[src/rtl/instruction_fetch_pkg.sv]
`default_nettype none
// ============================================================================
// Module  : instruction_fetch_pkg
// Purpose : Shared types and constants for the SAP-2 multi-byte instruction
//           register: FSM state encoding, instruction length constants and
//           a helper that sizes the operand bus.
// Ports   : none (package)
// Rev     : 1.0 - initial release
// ============================================================================
package instruction_fetch_pkg;

  typedef enum logic [1:0] {
    ST_IDLE    = 2'd0,
    ST_COLLECT = 2'd1,
    ST_READY   = 2'd2
  } fetch_state_t;

  // SAP-2 instruction lengths as reported by the opcode decoder.
  localparam int LEN_1 = 1;
  localparam int LEN_2 = 2;
  localparam int LEN_3 = 3;

  // Operand bus width. A single-byte machine has no operands; the bus is
  // then a single bit tied to zero so the port stays legal.
  function automatic int operand_bits(input int width, input int max_bytes);
    return (max_bytes > 1) ? (max_bytes - 1) * width : 1;
  endfunction

endpackage : instruction_fetch_pkg
`default_nettype wire

[src/rtl/instruction_fetch_register_register_en.sv]
`default_nettype none
// ============================================================================
// Module  : register_en
// Purpose : WIDTH-bit D register with asynchronous active-high reset to zero
//           and a synchronous load enable.
// Ports   : clk (in)  - rising-edge clock
//           rst (in)  - asynchronous active-high reset
//           en  (in)  - load enable
//           d   (in)  - WIDTH-bit data
//           q   (out) - WIDTH-bit registered value
// Rev     : 1.0 - initial release
// ============================================================================
module register_en #(
  parameter int WIDTH = 8
) (
  input  logic             clk,
  input  logic             rst,
  input  logic             en,
  input  logic [WIDTH-1:0] d,
  output logic [WIDTH-1:0] q
);

  always_ff @(posedge clk or posedge rst) begin
    if (rst) begin
      q <= '0;
    end else if (en) begin
      q <= d;
    end
  end

endmodule : register_en
`default_nettype wire

[src/rtl/instruction_fetch_register.sv]
`default_nettype none
// ============================================================================
// Module  : instruction_fetch_register
// Purpose : Multi-byte instruction register for the SAP-2 datapath. Captures
//           an opcode byte, collects the remaining operand bytes across load
//           strobes and presents the whole instruction to the controller
//           with a valid/acknowledge handshake. Tracks length, supports
//           flush and reports a sticky error.
// Ports   : iClk         (in)  clock, rising edge
//           iReset       (in)  asynchronous active-high reset
//           iData        (in)  byte from the W-bus
//           iLoad        (in)  byte strobe
//           iLen         (in)  decoder length, sampled with the opcode
//           iAck         (in)  controller consumed the held instruction
//           iFlush       (in)  abort partial/held instruction
//           oInstruction (out) opcode byte
//           oOperand     (out) operand bytes, first operand in low byte
//           oLen         (out) accepted length
//           oValid       (out) complete instruction held
//           oBusy        (out) operand collection in progress
//           oError       (out) sticky illegal-length / overrun flag
// Rev     : 1.0 - initial release
// ============================================================================
module instruction_fetch_register
  import instruction_fetch_pkg::*;
#(
  parameter int WIDTH     = 8,
  parameter int MAX_BYTES = 3,
  parameter int LEN_W     = $clog2(MAX_BYTES + 1)
) (
  input  logic                                       iClk,
  input  logic                                       iReset,
  input  logic [WIDTH-1:0]                           iData,
  input  logic                                       iLoad,
  input  logic [LEN_W-1:0]                           iLen,
  input  logic                                       iAck,
  input  logic                                       iFlush,
  output logic [WIDTH-1:0]                           oInstruction,
  output logic [operand_bits(WIDTH, MAX_BYTES)-1:0]  oOperand,
  output logic [LEN_W-1:0]                           oLen,
  output logic                                       oValid,
  output logic                                       oBusy,
  output logic                                       oError
);

  fetch_state_t     state, next_state;
  logic [LEN_W-1:0] idx, idx_next;
  logic             accept;     // iData is taken as a new opcode this cycle
  logic             write_op;   // iData is taken as operand byte[idx]
  logic             set_err;
  logic             len_bad;
  logic [LEN_W-1:0] eff_len;

  // Out-of-range decoder lengths fall back to the longest instruction so the
  // sequencer still sees a well-formed (if flagged) fetch.
  assign len_bad = (iLen == '0) || (iLen > LEN_W'(MAX_BYTES));
  assign eff_len = len_bad ? LEN_W'(MAX_BYTES) : iLen;

  always_comb begin
    next_state = state;
    idx_next   = idx;
    accept     = 1'b0;
    write_op   = 1'b0;
    set_err    = 1'b0;

    if (iFlush) begin
      next_state = ST_IDLE;
    end else begin
      case (state)
        ST_IDLE: begin
          if (iLoad) accept = 1'b1;
        end
        ST_COLLECT: begin
          if (iLoad) begin
            write_op = 1'b1;
            idx_next = idx + LEN_W'(1);
            // idx names the byte being written now; the last operand is L-2.
            if (idx == oLen - LEN_W'(2)) next_state = ST_READY;
          end
        end
        ST_READY: begin
          if (iLoad && iAck)  accept     = 1'b1;
          else if (iLoad)     set_err    = 1'b1;  // overrun: byte dropped
          else if (iAck)      next_state = ST_IDLE;
        end
        default: next_state = ST_IDLE;
      endcase

      if (accept) begin
        set_err    = len_bad;
        idx_next   = '0;
        next_state = (eff_len == LEN_W'(1)) ? ST_READY : ST_COLLECT;
      end
    end
  end

  // Valid/busy are registered decodes of the next state so they change in
  // step with the state register and never see input glitches.
  always_ff @(posedge iClk or posedge iReset) begin
    if (iReset) begin
      state  <= ST_IDLE;
      idx    <= '0;
      oLen   <= '0;
      oValid <= 1'b0;
      oBusy  <= 1'b0;
      oError <= 1'b0;
    end else begin
      state  <= next_state;
      idx    <= idx_next;
      oValid <= (next_state == ST_READY);
      oBusy  <= (next_state == ST_COLLECT);
      oError <= oError | set_err;
      if (accept) oLen <= eff_len;
    end
  end

  register_en #(.WIDTH(WIDTH)) u_opcode (
    .clk (iClk),
    .rst (iReset),
    .en  (accept),
    .d   (iData),
    .q   (oInstruction)
  );

  generate
    if (MAX_BYTES > 1) begin : g_operands
      for (genvar k = 0; k < MAX_BYTES - 1; k++) begin : g_byte
        // A new opcode clears every operand byte so short instructions
        // present zeros in the unused upper bytes.
        register_en #(.WIDTH(WIDTH)) u_operand (
          .clk (iClk),
          .rst (iReset),
          .en  (accept | (write_op && (idx == LEN_W'(k)))),
          .d   (accept ? '0 : iData),
          .q   (oOperand[k*WIDTH +: WIDTH])
        );
      end
    end else begin : g_no_operands
      assign oOperand = '0;
    end
  endgenerate

endmodule : instruction_fetch_register
`default_nettype wire

[config.mk]
export PLATFORM = sky130hd
export DESIGN_NAME = instruction_fetch_register
export DESIGN_NICKNAME = d
export VERILOG_FILES = /design/src/rtl/instruction_fetch_pkg.sv /design/src/rtl/instruction_fetch_register_register_en.sv /design/src/rtl/instruction_fetch_register.sv
export SDC_FILE = /design/constraint.sdc
export NUM_CORES = 1
export LEC_CHECK = 0
export CAP_MARGIN = 0
export CORE_ASPECT_RATIO = 1.4
export CORE_UTILIZATION = 41
export DETAILED_ROUTE_END_ITERATION = 8
export PLACE_DENSITY = 0.75
export SLEW_MARGIN = 0
export SYNTH_ARGS = -nofsm -noshare
export SYNTH_HDL_FRONTEND = slang
export SYNTH_SLANG_ARGS = --single-unit
[constraint.sdc]
create_clock -name iClk -period 1.46 [get_ports iClk]
set_clock_uncertainty 0.1 [all_clocks]
set_input_delay 0.438 -clock iClk [delete_from_list [all_inputs] [get_ports iClk]]
set_output_delay 0.438 -clock iClk [all_outputs]
set_load 0.02 [all_outputs]
==> Yosys cells after proc, flatten, opt, wreduce, memory -nomap -nowiden <==
Index checks and enable logic that the tools add are counted.
{ "totals": {"reg_bits": 33, "inputBits": 15, "out_inout_bits": 29, "elab_cells": 58} }
{ "classes": {"add_sub_neg": 2, "magnitude_cmp": 1, "n_eq_ne": 7, "n_mux": 25, "bitwise": 4, "reduce_logical": 10} }
{ "ops": {"columns": ["operator", "n"], "rows": [
  ["two-way mux 2 bit", 12],
  ["two-way mux 1 bit", 10],
  ["equality test 2 x 1 -> 1 bit, second input constant", 4],
  ["two-way mux 8 bit", 1],
  ["zero test 2 bit", 3],
  ["one-hot mux 2 bit (3 select lines)", 1],
  ["equality test 2 bit, second input constant", 2],
  ["nonzero test 2 bit", 2],
  ["logical AND 1 bit", 3],
  ["OR 1 bit", 3],
  ["AND reduction 3 bit", 1],
  ["adder 2 x 1 -> 2 bit, second input constant", 1],
  ["equality test 2 bit", 1],
  ["> comparator 2 bit, second input constant", 1],
  ["one-hot mux 1 bit (2 select lines)", 1],
  ["subtractor 2 bit, second input constant", 1],
  ["logical OR 1 bit", 1],
  ["NOT 1 bit", 1]
]} }

==> Longest topological paths before layout <==
{ "depth": {"depth_word": 8, "mapped_depth": 5, "mapped_depth_nobuf": 4} }

==> Cells and area by module <==
From an unflattened synthesis, not the netlist that was laid out.
{ "unflattened": {"hier_cells": 110, "area_unflattened_um2": 1550.2} }
{ "modules_own_cells": {"columns": ["mod", "instances", "cells_each", "area_each_um2", "seq_area_each_um2"], "rows": [
  ["register_en", 3, 18, 335.3, 200.2],
  ["instruction_fetch_register", 1, 56, 544.3, 225.2]
]} }

==> Worst setup path before layout <==
No wires, ideal clock.
{ "synth_timing": {"kind": "in2reg", "from": "in iFlush", "to": "reg u_opcode.q[0]", "setup_time_ns": 0.125, "arrival_ns": 1.292, "required_ns": 1.235, "path_slack_ns": -0.057, "cell_stages": 4, "path_buffers": 1, "cell_sequence": "nor3b_4 -> nand2_4 -> buf_6 -> mux2_4"} }
{ "synth_via": {"elab_chain_cells": 1} }
{ "synth_lines": {"columns": ["element", "line", "source"], "rows": [
  ["start: declaration", "instruction_fetch_register.sv:37", "input logic iFlush,"],
  ["two-way mux 1 bit", "instruction_fetch_register.sv:66", "if (iFlush) begin"],
  ["end signal: assignment", "instruction_fetch_register_register_en.sv:25", "q <= '0;"],
  ["end signal: assignment", "instruction_fetch_register_register_en.sv:27", "q <= d;"],
  ["end: declaration", "instruction_fetch_register_register_en.sv:20", "output logic [WIDTH-1:0] q"]
]} }
No other way between the ends.
A chain may end at the register's enable or synchronous reset.

==> Final worst setup path <==
{ "layout_timing": {"from": "reg idx[0]", "to": "reg g_operands.g_byte[0].u_operand.q[3]"} }
{ "layout_via": {"elab_chain_cells": 3} }
{ "layout_lines": {"columns": ["element", "line", "source"], "rows": [
  ["start: declaration", "instruction_fetch_register.sv:47", "logic [LEN_W-1:0] idx, idx_next;"],
  ["start signal: assignment", "instruction_fetch_register.sv:109", "idx <= idx_next;"],
  ["zero test 2 bit", "instruction_fetch_register.sv:133", ".en (accept | (write_op && (idx == LEN_W'(k)))),"],
  ["logical AND 1 bit", "instruction_fetch_register.sv:133", null],
  ["OR 1 bit", "instruction_fetch_register.sv:133", null],
  ["end signal: assignment", "instruction_fetch_register_register_en.sv:25", null],
  ["end signal: assignment", "instruction_fetch_register_register_en.sv:27", null],
  ["end: declaration", "instruction_fetch_register_register_en.sv:20", null]
]} }
No other way between the ends.

==> summary.md <==
| Metric | Value |
|---|---|
| Status | `finished clean` |
| Fraction of registers with async set/reset | `1.00` |
| Die height | `70.9 um` |
| Synthesis Warnings | `0` |
| Initial DRT Pass Iterations | `4` |
| Root buf cell | `clkbuf_8` |
| First-pass GRT wire length | `6040 um` |
| CP startpoint | `idx[0]` |
| Register Area | `827 um2` |
| Syn nets | `117` |
| Fillers | `273` |
| Slew at the pin closest to its max-slew limit | `0.276 ns` |
| Crit-path max cell delay | `0.44 ns` |
| Final slew viol count | `0` |
| Pin count of the biggest net entering global routing | `34` |
| DRC | `0` |
| Post-Synthesis Cells | `100` |
| Clk slew on worst S/H paths | `0.07 ns` |
| Gr ovfl total | `0` |
| Initial Utilization | `0.436` |
| Synthesized flop and latch total | `33` |
| Vias in the first global route | `1,200` |
| Worst reg2reg path startpoint | `idx[0]` |
| WL per Instance | `17.1 um` |
| Area Growth Syn to Fin | `51.4%` |
| CTS Buf Count | `5` |
| Post-cts hold buffer count | `0` |
| Nets@finish | `189` |
| Die Wd | `51.2 um` |
| Dominant synthesized flop cell | `dfrtp_1` |
| DR iter-0 viols | `19` |
| Initial antenna violation count | `0` |
| Final setup fails | `0` |
| Number of enable flip-flop cells after synthesis | `0` |
| Min Hold Slack | `0.361 ns` |
| Synth cell types | `29` |
| Slowest CP cell | `dfrtp_2` |
| CP Max Fanout | `8` |
| Vias per std cell | `5.42` |
| Antenna Cells | `0` |
| Crit path capture type | `register` |
| Worst vdd ir | `800 uV` |
| P per Cell Area | `1310 nW/um2` |
| Worst path bufs/invs | `2` |
| Core area | `3180 um2` |
| TritonCTS clock tree | `yes` |
| Max Clk Rate | `689 MHz` |
| Clock tree buffer depth | `2` |
| Tcrit/Tclk final | `0.994` |
| Setup CP Type | `reg -> reg` |
| Vias | `1,150` |
| CP cell instances | `inv_1 > ha_1 > nand3_1 > buf_4 > a32o_1` |
| Post-DP HPWL | `2350 um` |
| Layout cells sized above 1 | `0.491` |
| Rows | `24` |
| Crit path DAT | `1.53 ns` |
| Mapped cell area | `1390 um2` |
| Design area | `2100 um2` |
| Relative slew slack | `0.813` |
| Clock Latency Late Sink | `0.29 ns` |
| Drt total wl | `3620 um` |
| Final Hold Fails | `0` |
| Htree depth | `2` |
| Multi-input combinational cell area | `584 um2` |
| Antenna Nets Post-Route | `0` |
| Worst hold path type | `reg -> reg` |
| GPL Wtd Cong | `0.913` |
| DP Area | `2010 um2` |
| LEAKAGE | `1.03 nW` |
| Worst endpoint required time | `1.54 ns` |
| Hold Crit Start | `oError` |
| Critical path's top delay family | `flip-flops` |
| # port buffers | `43` |
| Max_cap viols | `0` |
| Final Critical Period | `1.45 ns` |
| Die area | `3630 um2` |
| Startpoint Class | `register` |
| GRT Total Usage | `0.233` |
| Io pins | `44` |
| Sequential share of the synthesized area | `0.595` |
| CTS Sinks | `33` |
| Syn Area/Cell | `13.9 um2` |
-- state kept, by name, indices dropped and copies added (netlist names) --
register / flops
u_opcode.q: 8
oLen: 2
state: 2
oError: 1
g_operands.g_byte.u_operand.q: 16
idx: 2
oBusy: 1
oValid: 1
-- per-layer routing --
metal / track usage / up-vias / wire (um) / share of wire
li1: - / 536 / - / -
met1: 0.261 / 565 / 1370 / 0.38
met5: 0 / - / 0 / 0
met3: 0.0753 / 6 / 224 / 0.062
met2: 0.389 / 43 / 1970 / 0.54
met4: 0.114 / 0 / 59 / 0.016
-- synthesized netlist by cell type, types with 2 or more instances --
master     number  share of area
a32o_1         16           0.12
nor2b_1         3          0.014
dfrtp_1        33           0.59
buf_2           3          0.011
nand3_1         4          0.014
o2bb2ai_1       2          0.013
o21ai_0         2         0.0072
a21oi_1         2         0.0072
xnor2_1         2          0.013
inv_1           6          0.016
o311ai_0        2          0.013
ha_1            2          0.018
mux2_2          7          0.057
-- repair_timing --
action / in CTS / in global routing
endpoints found under the setup margin: 61 / 39
pin swaps: 2 / 2
endpoints found under the hold margin: 0 / 0
cloned: 2 / 0
gates resized for setup: 119 / 26
buffers inserted: 1 / 2
-- final timing paths --
kind | to | slack [ns] | cells after the start
worst max-delay path | g_operands.g_byte[0].u_operand.q[3] | 0.009 | 5
worst min-delay path | oError | 0.36 | 1
worst max register to register | g_operands.g_byte[0].u_operand.q[3] | 0.009 | 5
worst min register to register | oError | 0.36 | 1
max in group asynchronous | idx[0] | 0.69 | 3
min in group asynchronous | idx[0] | 0.39 | 3
-- per-stage QoR --
stage	TNS, ns	setup WS [ns]	util	cells	total power, mW
floorplan	-0.308	-0.0551	-	100	1.52
global placement	-16.16	-0.555	0.632	199	1.91
detailed placement	-17.79	-0.584	0.632	199	1.94
CTS	-0.00658	-0.00331	0.665	210	2.77
global route	-0.312	-0.0428	0.661	212	2.88
finish	0	0.00923	0.661	212	2.76
-- layout make-up --
class | instances | area share
clock buffers | 7 | 0.0410
well taps | 39 | 0.0232
flip-flops and latches | 33 | 0.393
inverters | 6 | 0.0107
repair buffers | 68 | 0.240
clock inverters | 1 | 0.0143
multi-input cells | 58 | 0.278
-- cell usage in the layout (no fill, tap or decap), types with 2 or more instances in the layout --
cell type        netlist  layout
a32o_1                16      16
nor2b_1                3       2
nand3_1                4       3
mux2_2                 7       6
a21oi_1                2       2
buf_4                  1      20
buf_6                  1       4
nand2_4                1       2
mux2_4                 1       2
xnor2_1                2       2
clkbuf_8               0       6
buf_2                  3      28
inv_1                  6       6
clkdlybuf4s50_1        0      11
dfrtp_1               33      32
o2bb2ai_1              2       2
-- where the power goes --
group,internal (mW),switching (mW),leakage (nW)
Sequential,1.04,0.0789,0.423
Clock,0.556,0.330,0.0585
Combinational,0.351,0.402,0.545
Total,1.95,0.811,1.03
-- cells by family after synthesis --
kind of cell | after synthesis | synth area share
flip-flops | 33 | 0.595
AO/OA/AOI/OAI | 28 | 0.178
AND/OR/NAND/NOR | 15 | 0.0820
multiplexers | 8 | 0.0676
XOR/XNOR | 3 | 0.0189
adder cells (fa/ha/maj) | 2 | 0.0180
buffers and inverters | 11 | 0.0405
-- worst reg2reg max path: stages (launching register included) --
cell and delay [ns]:
dfrtp_2 0.44, inv_1 0.09, ha_1 0.19, nand3_1 0.08
buf_4 0.17, a32o_1 0.27
(Power assumes the default switching activity.)
